===== src/rtl/spi_slave_regif.sv =====
// SPI mode-0 slave that turns a command byte plus data byte(s) into single-cycle register-file strobes.
// Optional build macro SPI_AUTOINC_EN: keep streaming bytes at addr+1 after byte1 instead of ignoring them.
module spi_slave_regif #(
  parameter int   SYNC_STAGES = 2,
  parameter logic IDLE_MISO   = 1'b0
) (
  input  logic       i_ck,
  input  logic       i_rstn,
  input  logic       i_spi_clk,
  input  logic       i_spi_csn,
  input  logic       i_spi_mosi,
  output logic       o_spi_miso,
  output logic       o_spi_miso_oe,
  output logic [3:0] o_reg_addr,
  output logic [7:0] o_reg_wdata,
  output logic       o_reg_wr,
  output logic       o_reg_rd,
  input  logic [7:0] i_reg_rdata,
  output logic       o_busy,
  output logic       o_frame_err
);

  typedef enum logic [2:0] {
    S_IDLE, S_CMD, S_DATA, S_DONE, S_IGNORE
  } state_t;

  logic [SYNC_STAGES-1:0] sclk_sync_q, csn_sync_q, mosi_sync_q, vld_sync_q;
  logic                   sclk_s, csn_s, mosi_s, vld_s;
  logic                   sclk_rise, sclk_fall;
  logic [7:0]             byte_in;

  state_t     state_q, state_d;
  logic [2:0] bit_cnt_q, bit_cnt_d;
  logic [6:0] rx_sr_q, rx_sr_d;
  logic [7:0] tx_sr_q, tx_sr_d;
  logic [3:0] addr_q, addr_d;
  logic [7:0] wdata_q, wdata_d;
  logic       rw_q, rw_d;
  logic       sclk_prev_q, sclk_prev_d;
  logic       armed_q, armed_d;
  logic       wr_pend_q, wr_pend_d;
  logic       rd_pend_q, rd_pend_d;
  logic       reg_wr_q, reg_wr_d;
  logic       reg_rd_q, reg_rd_d;
  logic       ld_q, ld_d;
  logic       tx_act_q, tx_act_d;
  logic       frame_err_q, frame_err_d;

  // The valid chain marks when the synchronisers hold real samples rather than reset values,
  // so a frame already in progress at reset release is never mistaken for a new CSn fall.
  always_ff @(posedge i_ck or negedge i_rstn) begin
    if (!i_rstn) begin
      sclk_sync_q <= '0;
      csn_sync_q  <= '1;
      mosi_sync_q <= '0;
      vld_sync_q  <= '0;
    end else begin
      // NOTE: non-blocking assignments make every flop sample pre-edge values, so the chain shifts by one stage per clock.
      sclk_sync_q <= {sclk_sync_q[SYNC_STAGES-2:0], i_spi_clk};
      csn_sync_q  <= {csn_sync_q[SYNC_STAGES-2:0],  i_spi_csn};
      mosi_sync_q <= {mosi_sync_q[SYNC_STAGES-2:0], i_spi_mosi};
      vld_sync_q  <= {vld_sync_q[SYNC_STAGES-2:0],  1'b1};
    end
  end

  assign sclk_s    = sclk_sync_q[SYNC_STAGES-1];
  assign csn_s     = csn_sync_q[SYNC_STAGES-1];
  assign mosi_s    = mosi_sync_q[SYNC_STAGES-1];
  assign vld_s     = vld_sync_q[SYNC_STAGES-1];
  assign sclk_rise = vld_s &  sclk_s & ~sclk_prev_q;
  assign sclk_fall = vld_s & ~sclk_s &  sclk_prev_q;
  assign byte_in   = {rx_sr_q, mosi_s};

  always_comb begin
    // NOTE: every signal gets a default before any branch, so no path can infer a latch.
    state_d     = state_q;
    bit_cnt_d   = bit_cnt_q;
    rx_sr_d     = rx_sr_q;
    tx_sr_d     = tx_sr_q;
    addr_d      = addr_q;
    wdata_d     = wdata_q;
    rw_d        = rw_q;
    tx_act_d    = tx_act_q;
    sclk_prev_d = vld_s ? sclk_s : sclk_prev_q;
    armed_d     = vld_s & csn_s;
    wr_pend_d   = 1'b0;
    rd_pend_d   = 1'b0;
    reg_wr_d    = wr_pend_q;
    reg_rd_d    = rd_pend_q;
    ld_d        = reg_rd_q;
    frame_err_d = 1'b0;

    unique case (state_q)
      S_IDLE: begin
        if (vld_s && armed_q && !csn_s) begin
          state_d   = S_CMD;
          bit_cnt_d = 3'd0;
          tx_act_d  = 1'b0;
        end
      end
      S_CMD: begin
        if (sclk_rise) begin
          rx_sr_d   = byte_in[6:0];
          bit_cnt_d = 3'(bit_cnt_q + 3'd1);
          if (bit_cnt_q == 3'd7) begin
            if (byte_in[6:4] != 3'b000) begin
              state_d = S_IGNORE;
            end else begin
              state_d   = S_DATA;
              addr_d    = byte_in[3:0];
              rw_d      = byte_in[7];
              rd_pend_d = byte_in[7];
            end
          end
        end
      end
      S_DATA: begin
        // The fall that opens a byte presents the freshly loaded MSB, so only mid-byte falls shift.
        if (sclk_fall && tx_act_q && bit_cnt_q != 3'd0) begin
          tx_sr_d = {tx_sr_q[6:0], IDLE_MISO};
        end
        if (sclk_rise) begin
          rx_sr_d   = byte_in[6:0];
          bit_cnt_d = 3'(bit_cnt_q + 3'd1);
          if (bit_cnt_q == 3'd7) begin
            if (!rw_q) begin
              wdata_d   = byte_in;
              wr_pend_d = 1'b1;
            end
`ifdef SPI_AUTOINC_EN
            if (rw_q) begin
              addr_d    = addr_q + 4'd1;
              rd_pend_d = 1'b1;
            end
`else
            state_d  = S_DONE;
            tx_act_d = 1'b0;
`endif
          end
        end
      end
      default: ;
    endcase

`ifdef SPI_AUTOINC_EN
    // Writes advance the address only after the strobe so addr/wdata stay stable during it.
    if (reg_wr_q) begin
      addr_d = addr_q + 4'd1;
    end
`endif

    if (ld_q && state_q == S_DATA) begin
      tx_sr_d  = i_reg_rdata;
      tx_act_d = 1'b1;
    end

    if (vld_s && csn_s && state_q != S_IDLE) begin
      state_d   = S_IDLE;
      bit_cnt_d = 3'd0;
      tx_act_d  = 1'b0;
      if ((state_q == S_CMD || state_q == S_DATA) && bit_cnt_q != 3'd0) begin
        frame_err_d = 1'b1;
      end
    end
  end

  always_ff @(posedge i_ck or negedge i_rstn) begin
    if (!i_rstn) begin
      state_q     <= S_IDLE;
      bit_cnt_q   <= '0;
      rx_sr_q     <= '0;
      tx_sr_q     <= '0;
      addr_q      <= '0;
      wdata_q     <= '0;
      rw_q        <= 1'b0;
      sclk_prev_q <= 1'b0;
      armed_q     <= 1'b0;
      wr_pend_q   <= 1'b0;
      rd_pend_q   <= 1'b0;
      reg_wr_q    <= 1'b0;
      reg_rd_q    <= 1'b0;
      ld_q        <= 1'b0;
      tx_act_q    <= 1'b0;
      frame_err_q <= 1'b0;
    end else begin
      state_q     <= state_d;
      bit_cnt_q   <= bit_cnt_d;
      rx_sr_q     <= rx_sr_d;
      tx_sr_q     <= tx_sr_d;
      addr_q      <= addr_d;
      wdata_q     <= wdata_d;
      rw_q        <= rw_d;
      sclk_prev_q <= sclk_prev_d;
      armed_q     <= armed_d;
      wr_pend_q   <= wr_pend_d;
      rd_pend_q   <= rd_pend_d;
      reg_wr_q    <= reg_wr_d;
      reg_rd_q    <= reg_rd_d;
      ld_q        <= ld_d;
      tx_act_q    <= tx_act_d;
      frame_err_q <= frame_err_d;
    end
  end

  assign o_spi_miso    = tx_act_q ? tx_sr_q[7] : IDLE_MISO;
  assign o_spi_miso_oe = vld_s & ~csn_s;
  assign o_reg_addr    = addr_q;
  assign o_reg_wdata   = wdata_q;
  assign o_reg_wr      = reg_wr_q;
  assign o_reg_rd      = reg_rd_q;
  assign o_busy        = (state_q != S_IDLE);
  assign o_frame_err   = frame_err_q;

endmodule

===== config.mk =====
export PLATFORM = sky130hd
export DESIGN_NAME = spi_slave_regif
export DESIGN_NICKNAME = d
export VERILOG_FILES = /design/src/rtl/spi_slave_regif.sv
export SDC_FILE = /design/constraint.sdc
export NUM_CORES = 1
export LEC_CHECK = 0
export BUFFER_PORTS_ARGS = -buffer_cell sky130_fd_sc_hd__clkbuf_2
export CORE_ASPECT_RATIO = 1.25
export CORE_MARGIN = 1
export CORE_UTILIZATION = 35
export DETAILED_ROUTE_END_ITERATION = 12
export GPL_ROUTABILITY_DRIVEN = 0
export PLACE_DENSITY = 0.6
export REMOVE_ABC_BUFFERS = 1
export SLEW_MARGIN = 20
export SYNTH_ARGS = -nofsm -noshare
export SYNTH_HDL_FRONTEND = slang
export SYNTH_SLANG_ARGS = --single-unit

===== constraint.sdc =====
create_clock -name i_ck -period 1.5 [get_ports i_ck]
set_input_delay 0.15 -clock i_ck [delete_from_list [all_inputs] [get_ports i_ck]]
set_output_delay 0.15 -clock i_ck [all_outputs]
set_load 0.02 [all_outputs]

==> results of run 1 <==
## synth_stat cells, types with 2 or more instances
library cell / instances
o22ai_1: 14
o21ai_0: 3
buf_2: 2
dfrtp_1: 49
a32o_1: 3
nor3b_2: 2
a22oi_1: 2
mux2_2: 20
nand2_1: 4
nor3_1: 2
and4b_1: 2
nor2_1: 3
dfstp_2: 2
and2_1: 2
buf_6: 2
nand3b_1: 2
nand3_1: 4
ha_1: 3
inv_1: 5
a21oi_1: 9
## routing by layer
metal	track usage, %	share of wire, %	routed length (um)	up-vias
met3	2.647	3.4	147	5
li1	-	-	-	690
met5	0	0	0	-
met4	5.455	1.1	47	0
met2	26.22	51	2201	27
met1	17.77	44	1884	727
## worst max-delay path by stage
stage / to / slack, ps / start / depth (start not counted)
2_1_floorplan: o_reg_wdata[0] / -300 / state_q[1] / 4
3_3_place_gp: o_reg_wdata[5] / -160 / bit_cnt_q[0] / 6
3_5_place_dp: o_reg_wdata[1] / -200 / bit_cnt_q[1] / 6
4_1_cts: o_reg_wdata[0] / -200 / bit_cnt_q[1] / 6
5_1_grt: o_reg_addr[0] / -310 / bit_cnt_q[1] / 6
6_report: o_reg_addr[0] / -210 / bit_cnt_q[1] / 6
## per-stage QoR
stage	std cells	hold slack [ps]	utilization [%]	setup TNS, ps	area [um^2]
final	286	120.4	52.84	-2629	2935
after global routing	286	113.7	52.84	-4558	2935
after detailed placement	264	129.4	44.01	-2642	2445
after global placement	264	124.9	44.01	-1806	2445
after floorplan	148	-145.6	-	-3060	2024
after CTS	283	110.6	49.93	-2282	2774
## timing repair
action,4_1_cts,5_1_grt
pin swaps,6,18
buffers inserted,5,7
resized for setup,21,42
gates cloned,2,0
hold endpoints to repair,18,0
setup endpoints to repair,30,37
hold buffers,4,0
## tightest hold or removal path: stages
cell and delay (ps):
clkbuf_2 80, o22ai_1 100, a21oi_1 60
## registers in the layout, indices dropped and copies added, names as in the netlist, 3 cells and up
register	count
rx_sr_q	7
o_reg_addr	4
tx_sr_q	8
o_reg_wdata	8
state_q	3
bit_cnt_q	3
## cells by family after synthesis
kind of cell / Yosys count / share of synthesized area (%)
mux: 21 / 11.37
flops: 51 / 61.79
compound gates: 35 / 10.82
buf+inv: 11 / 3.083
simple gates: 31 / 10.16
xor+xnor: 1 / 0.7862
other cells: 1 / 0.1812
fa+ha+maj: 3 / 1.814
## cell type report
class | instances | share of cell area (%)
clock buffers | 6 | 2.472
clock inverters | 2 | 2.046
inverters | 5 | 0.6394
multi-input cells | 93 | 32.57
flip-flops and latches | 51 | 43.61
well taps | 64 | 2.728
repair buffers | 65 | 15.94
## power groups by stage
stage               Clock [mW]  Combinational, mW  Sequential, mW
floorplan                    0             0.0880            1.49
global placement             0              0.199            1.49
detailed placement           0              0.204            1.49
CTS                       1.12              0.255            1.47
global route              1.18              0.308            1.48
finish                    1.10              0.281            1.47
==> impl_metrics.tcl, run 1 <==
set metrics [dict create \
    skew_ps 10.99 \
    antenna_found_initial 0 \
    cts_tree "done" \
    power.clock.fraction_pct 38.5 \
    grt_pass1_wl_um 7038 \
    p_leak_nw 1.387 \
    netlist_top_cells_area "dfrtp_1 59%, mux2_2 11%, o22ai_1 4.2%" \
    synth.distinct_cells 39 \
    rows 30 \
    grt-ovfl-total 0 \
    start_util_pct 37.25 \
    crit_arrival_ps 1890 \
    ant_nets 0 \
    avgSynthCellArea_um2 13.44 \
    synth_seq_area_share_pct 61.79 \
    swShare_pct 20.99 \
    setup_ws_ps -213.6 \
    cp_num_buf_inv 0 \
    core_area_mm2 0.005555 \
    die_h_um 87.97 \
    crit_path_max_fanout 5 \
    min_period_over_period_pct 114.2 \
    synth-seq-cells 51 \
    synthArstFlopShare_pct 100.0 \
    critical_path_class "reg -> reg" \
    synth_area_mm2 0.002069 \
    cp.required_ps 1680 \
    wirelength_um 4281 \
    regArea_mm2 0.001280 \
    clockBufferDepth 2 \
    vdd_ir_drop_max_v 0.0006174 \
    setup_viol 21 \
    multiInputGateArea_um2 955.9 \
    reg2reg_depth 6 \
    hold_class "in -> reg" \
    p_total_mw 2.849 \
    clk_latency_ps 300 \
    post-route-min-period_ps 1714 \
    drc 4 \
    p_sw_mw 0.5980 \
    drt-vias-per-instance 5.066 \
    pre_cts_ws_ps -197.9 \
    timing.fmax_mhz 583.6 \
    slew_viol_final 0 \
    regToRegSetupSlack_ps -210 \
    ys.flop_type "dfrtp_1" \
    cp_slowest_stage_delay_ps 370 \
    synth_cells 154 \
    vias 1449 \
    layout_commonest_cell "dfrtp_1" \
    cp-start-kind "flop" \
    track_usage_pct 14.68 \
    dieArea_mm2 0.006226 \
    clk_pin_slew_ps 90 \
    drv_cap 0 \
    dp_hpwl_um 2729 \
    grt_pass1_vias 1532 \
    min_delay_worst_endpoint "tx_sr_q[5]" \
    cts_made_buffers 5 \
    r2r-start "bit_cnt_q[1]" \
    reg2reg_to "o_reg_addr[0]" \
    violations "design-rule violations, negative setup slack" \
    cp_cell_sequence "ha_2, ha_4, nand4b_1, nor3b_2, nand2_2, mux2_4" \
    antenna_cells 0 \
    slowest_stage "dfrtp_1" \
    yosysWarnings 0 \
    report.final.hold_viol_count 0 \
    power_density_mw_per_mm2 970.7 \
    grt_max_degree 35 \
    p_seq_share_pct 51.6 \
    cts_htree_levels 2 \
    drtPass1Iterations 7 \
    wl_per_cell_um 14.97 \
    rsz0062_at_grt "yes" \
    clock_sinks 51 \
    clockRootBuffer "clkbuf_8" \
    io_pins 31 \
    die_w_um 70.78 \
    outcome "complete, but fails checks" \
    combPwrFrac_pct 9.9 \
    area_growth_syn_to_layout_pct 41.84 \
    portBuffers 30 \
    critPathCaptureType "flop" \
    layout_common_cells "48 x dfrtp_1, 29 x clkbuf_2, 23 x buf_4" \
    drive_above_1_share_pct 55.86 \
    synth-edff-count 0 \
    intPower_mw 2.251 \
    yosys.area.top_type "dfrtp_1" \
    worstHoldStart "i_reg_rdata[5]" \
    nNetsFinal 237 \
    synth_top_area_share_pct 59.25 \
    fillers 488 \
    crit_family "simple AND/OR/NAND/NOR gates" \
    first_iter_violations 30 \
    whs_path_depth 3 \
]
No activity file was read; power rests on OpenSTA's default activity.
==> inputs of run 2 (changes only) <==
--- a/config.mk
+++ b/config.mk
@@ -11,7 +11,7 @@
 export CORE_UTILIZATION = 35
 export DETAILED_ROUTE_END_ITERATION = 12
 export GPL_ROUTABILITY_DRIVEN = 0
-export PLACE_DENSITY = 0.6
+export PLACE_DENSITY = 0.58
 export REMOVE_ABC_BUFFERS = 1
 export SLEW_MARGIN = 20
 export SYNTH_ARGS = -nofsm -noshare
==> constraint.sdc (replaced) <==
create_clock -name i_ck -period 1.6 [get_ports i_ck]
set_input_delay 0.16 -clock i_ck [delete_from_list [all_inputs] [get_ports i_ck]]
set_output_delay 0.16 -clock i_ck [all_outputs]
set_load 0.02 [all_outputs]
==> impl_metrics.tcl, run 2 (synthesized netlist as in run 1, its figures left out) <==
set metrics [dict create \
    drive_above_1_share_pct 49.05 \
    cts_htree_levels 2 \
    grt_max_degree 25 \
    tns_ps -793.2 \
    portBuffers 30 \
    vias 1462 \
    clock_sinks 51 \
    p_leak_nw 1.316 \
    die_h_um 87.97 \
    fillers 494 \
    clockBufferDepth 2 \
    worst_hold_slack_ps 112.8 \
    cp_slowest_stage_delay_ps 370 \
    die_w_um 70.78 \
    track_usage_pct 15.24 \
    fin_cells 274 \
    dieArea_mm2 0.006226 \
    min_period_over_period_pct 106.9 \
    vdd_ir_drop_max_v 0.0005381 \
    antenna_found_initial 0 \
    clk_pin_slew_ps 90 \
    p_total_mw 2.638 \
    slew_viol_final 0 \
    area_growth_syn_to_layout_pct 31.14 \
    cp.required_ps 1800 \
    critPathCaptureType "flop" \
    layout_commonest_cell "dfrtp_1" \
    cts_tree "done" \
    cp_num_buf_inv 0 \
    hold_class "in -> reg" \
    dp_cells 254 \
    fin_util_pct 48.85 \
    drt-vias-per-instance 5.336 \
    grt_pass1_vias 1587 \
    design_area_mm2 0.002714 \
    slowest_stage "dfrtp_1" \
    dp_hpwl_um 2973 \
    crit_path_max_fanout 5 \
    wl_per_cell_um 15.85 \
    pre_cts_ws_ps -176.7 \
    cp-start-kind "flop" \
    clk_latency_ps 300 \
    first_iter_violations 36 \
    layout_common_cells "47 x dfrtp_1, 29 x clkbuf_2, 17 x buf_4" \
    setup_viol 12 \
    setup_ws_ps -110.9 \
    io_pins 31 \
    ant_nets 0 \
    rsz0062_at_grt "yes" \
    cts_made_buffers 5 \
    rows 30 \
    power_density_mw_per_mm2 971.9 \
    crit_arrival_ps 1910 \
    critical_path_class "reg -> reg" \
    core_area_mm2 0.005555 \
    wirelength_um 4344 \
    violations "negative setup slack" \
    timing.fmax_mhz 584.5 \
    clockRootBuffer "clkbuf_8" \
    outcome "complete, but fails checks" \
    antenna_cells 0 \
    crit_family "simple AND/OR/NAND/NOR gates" \
    nNetsFinal 225 \
    cp_cell_sequence "ha_2, ha_4, and4b_2, nand2_4, nor2_4, mux2_4" \
    drv_cap 0 \
    drtPass1Iterations 6 \
    drc 0 \
    placed_area_mm2 0.002370 \
    post-route-min-period_ps 1711 \
    start_util_pct 37.25 \
    report.final.hold_viol_count 0 \
    skew_ps 4.354 \
    grt_pass1_wl_um 7265 \
    grt-ovfl-total 0 \
]
run 2: cell count changes in the layout (fill, tap and decap cells not counted), moves of 6 or more:
cell / change
buf_4: -6
buf_6: -8
mux2_2: +8
mux2_4: -8
o22ai_1: +6
o22ai_2: -6
run 2: path summary, 6_finish.rpt:
check	depth (start not counted)	startpoint	to	slack [ps]
min in group asynchronous	2	i_rstn	tx_sr_q[7]	330
hold reg to reg	0	rd_pend_q	o_reg_rd	360
setup / recovery	6	bit_cnt_q[0]	o_reg_wdata[5]	-110
setup reg to reg	6	bit_cnt_q[0]	o_reg_wdata[5]	-110
max in group asynchronous	3	i_rstn	csn_sync_q[0]	670
hold / removal	2	i_reg_rdata[0]	tx_sr_q[0]	110
run 2: metal layers:
layer / global-route usage, % / vias up / wire [um]
met5: 0 / - / 0
met4: 5.455 / 0 / 57
met3: 4.028 / 5 / 179
met2: 29.28 / 32 / 2356
met1: 15.97 / 755 / 1750
li1: - / 670 / -
run 2: area by class of cell:
| cell class | count | area (um^2) | area share, % |
|---|---|---|---|
| inverter | 5 | 18.77 | 0.6916 |
| clock inverter | 3 | 71.32 | 2.628 |
| multi-input combinational | 93 | 835.8 | 30.80 |
| sequential | 51 | 1281 | 47.21 |
| tap | 64 | 80.08 | 2.951 |
| timing repair buffer | 53 | 357.8 | 13.19 |
| clock buffer | 5 | 68.82 | 2.536 |
run 2: power breakdown:
part	total (mW)	internal, mW	leakage [nW]	switching [mW]
logic	0.186	0.0929	0.564	0.0929
registers	1.38	1.34	0.682	0.0453
clock network	1.07	0.634	0.0703	0.436
total	2.64	2.06	1.32	0.574
run 2: timing repair:
action                     CTS  global route
setup buffers                3             4
cloned                       1             0
gates resized for setup      9            21
pin swaps                    3             5
hold buffers                 4             0
hold endpoints to repair    17             0
setup endpoints to repair   15            25
run 2: worst reg2reg max path, stage by stage (launching register included):
cell,delay (ps)
dfrtp_1,370
ha_2,200
ha_4,120
and4b_2,270
nand2_4,90
nor2_4,230
mux2_4,330
==> inputs of run 3 (changes only) <==
--- a/config.mk
+++ b/config.mk
@@ -11,6 +11,7 @@
 export CORE_UTILIZATION = 35
 export DETAILED_ROUTE_END_ITERATION = 12
 export GPL_ROUTABILITY_DRIVEN = 0
+export MAX_ROUTING_LAYER = met4
 export PLACE_DENSITY = 0.58
 export REMOVE_ABC_BUFFERS = 1
 export SLEW_MARGIN = 20
==> impl_metrics.tcl, run 3 (synthesized netlist as in run 1, its figures left out) <==
set metrics [dict create \
    clock_sinks 51 \
    first_iter_violations 41 \
    regToRegSetupSlack_ps -110 \
    antenna_found_initial 0 \
    cts_made_buffers 5 \
    setup_viol 12 \
    dp_hpwl_um 2973 \
    die_w_um 70.78 \
    dieArea_mm2 0.006226 \
    clockRootBuffer "clkbuf_8" \
    rows 30 \
    grt_pass1_wl_um 7265 \
    crit_arrival_ps 1910 \
    cp.required_ps 1800 \
    setup_ws_ps -110.2 \
    io_pins 31 \
    clockBufferDepth 2 \
    grt_max_degree 25 \
    wl_per_cell_um 15.85 \
    outcome "complete, but fails checks" \
    clk_pin_slew_ps 90 \
    report.final.hold_viol_count 0 \
    core_area_mm2 0.005555 \
    skew_ps 4.361 \
    timing.fmax_mhz 584.7 \
    area_growth_syn_to_layout_pct 31.14 \
    start_util_pct 37.25 \
    cts_tree "done" \
    vdd_ir_drop_max_v 0.0005381 \
    critPathCaptureType "flop" \
    drc 0 \
    hold_class "in -> reg" \
    power_density_mw_per_mm2 972.6 \
    drtPass1Iterations 6 \
    clk_latency_ps 300 \
    violations "negative setup slack" \
    layout_commonest_cell "dfrtp_1" \
    vias 1459 \
    wirelength_um 4342 \
    portBuffers 30 \
    tns_ps -793.4 \
    p_total_mw 2.640 \
    rsz0062_at_grt "yes" \
    drv_cap 0 \
    p_leak_nw 1.316 \
    track_usage_pct 15.73 \
    post-route-min-period_ps 1710 \
    crit_path_max_fanout 5 \
    antenna_cells 0 \
    min_period_over_period_pct 106.9 \
    drive_above_1_share_pct 49.05 \
    critical_path_class "reg -> reg" \
    layout_common_cells "47 x dfrtp_1, 29 x clkbuf_2, 17 x buf_4" \
    slew_viol_final 0 \
    drt-vias-per-instance 5.325 \
    worst_hold_slack_ps 110.2 \
    grt-ovfl-total 0 \
    nNetsFinal 225 \
    cp-start-kind "flop" \
    ant_nets 0 \
    die_h_um 87.97 \
    cts_htree_levels 2 \
    grt_pass1_vias 1586 \
]
==> run 3: cell counts in the layout (fill, tap and decap cells not counted) <==
No cell type changed its count.
==> run 3: timing repair <==
action	CTS	global route
setup endpoints to repair	15	25
buffers inserted	3	4
endpoints found under the hold margin	17	0
pin swaps	3	5
gates cloned	1	0
gates resized for setup	9	21
hold buffers	4	0
==> run 3: worst paths after layout <==
check	start	endpoint	cells past startpoint
setup / recovery	bit_cnt_q[0]	o_reg_wdata[5]	6
min in group asynchronous	i_rstn	tx_sr_q[7]	2
hold / removal	i_reg_rdata[0]	tx_sr_q[0]	2
setup reg to reg	bit_cnt_q[0]	o_reg_wdata[5]	6
hold reg to reg	rd_pend_q	o_reg_rd	0
max in group asynchronous	i_rstn	csn_sync_q[0]	3
==> run 3: metal layers <==
layer  share of wire (%)  global-route usage [%]  up-vias  routed length [um]
li1                    -                       -      667                   -
met1                  41                   16.12      753                1766
met2                  54                   29.28       34                2342
met3                 4.0                   3.797        5                 172
met4                 1.4                   5.455        0                  61
met5                   0                       -        -                   0
==> run 3: power by group <==
group	leakage [nW]	switching (mW)	internal, mW
Sequential	0.682	0.0452	1.34
Clock	0.0703	0.438	0.634
Combinational	0.564	0.0929	0.0929
==> run 3: critical path, stage by stage (launching register included) <==
cell,delay (ps)
dfrtp_1,370
ha_2,200
ha_4,120
and4b_2,270
nand2_4,90
nor2_4,230
mux2_4,330
==> run 3: layout make-up <==
class | count | area [um^2]
flip-flops and latches | 51 | 1281
well taps | 64 | 80.08
clock buffers | 5 | 68.82
repair buffers | 53 | 357.8
fillers | 494 | 2841
inverters | 5 | 18.77
clock inverters | 3 | 71.32
multi-input cells | 93 | 835.8
==> run 3: per-stage QoR <==
stage	cells	instance area [um^2]	utilization (%)	setup WS, ps
after detailed placement	254	2370	42.66	-176.7
after CTS	270	2615	47.07	-138.9
after global placement	254	2370	42.66	-84.60
after floorplan	148	2024	-	-199.4
after global routing	274	2714	48.85	-178.9
final	274	2714	48.85	-110.2
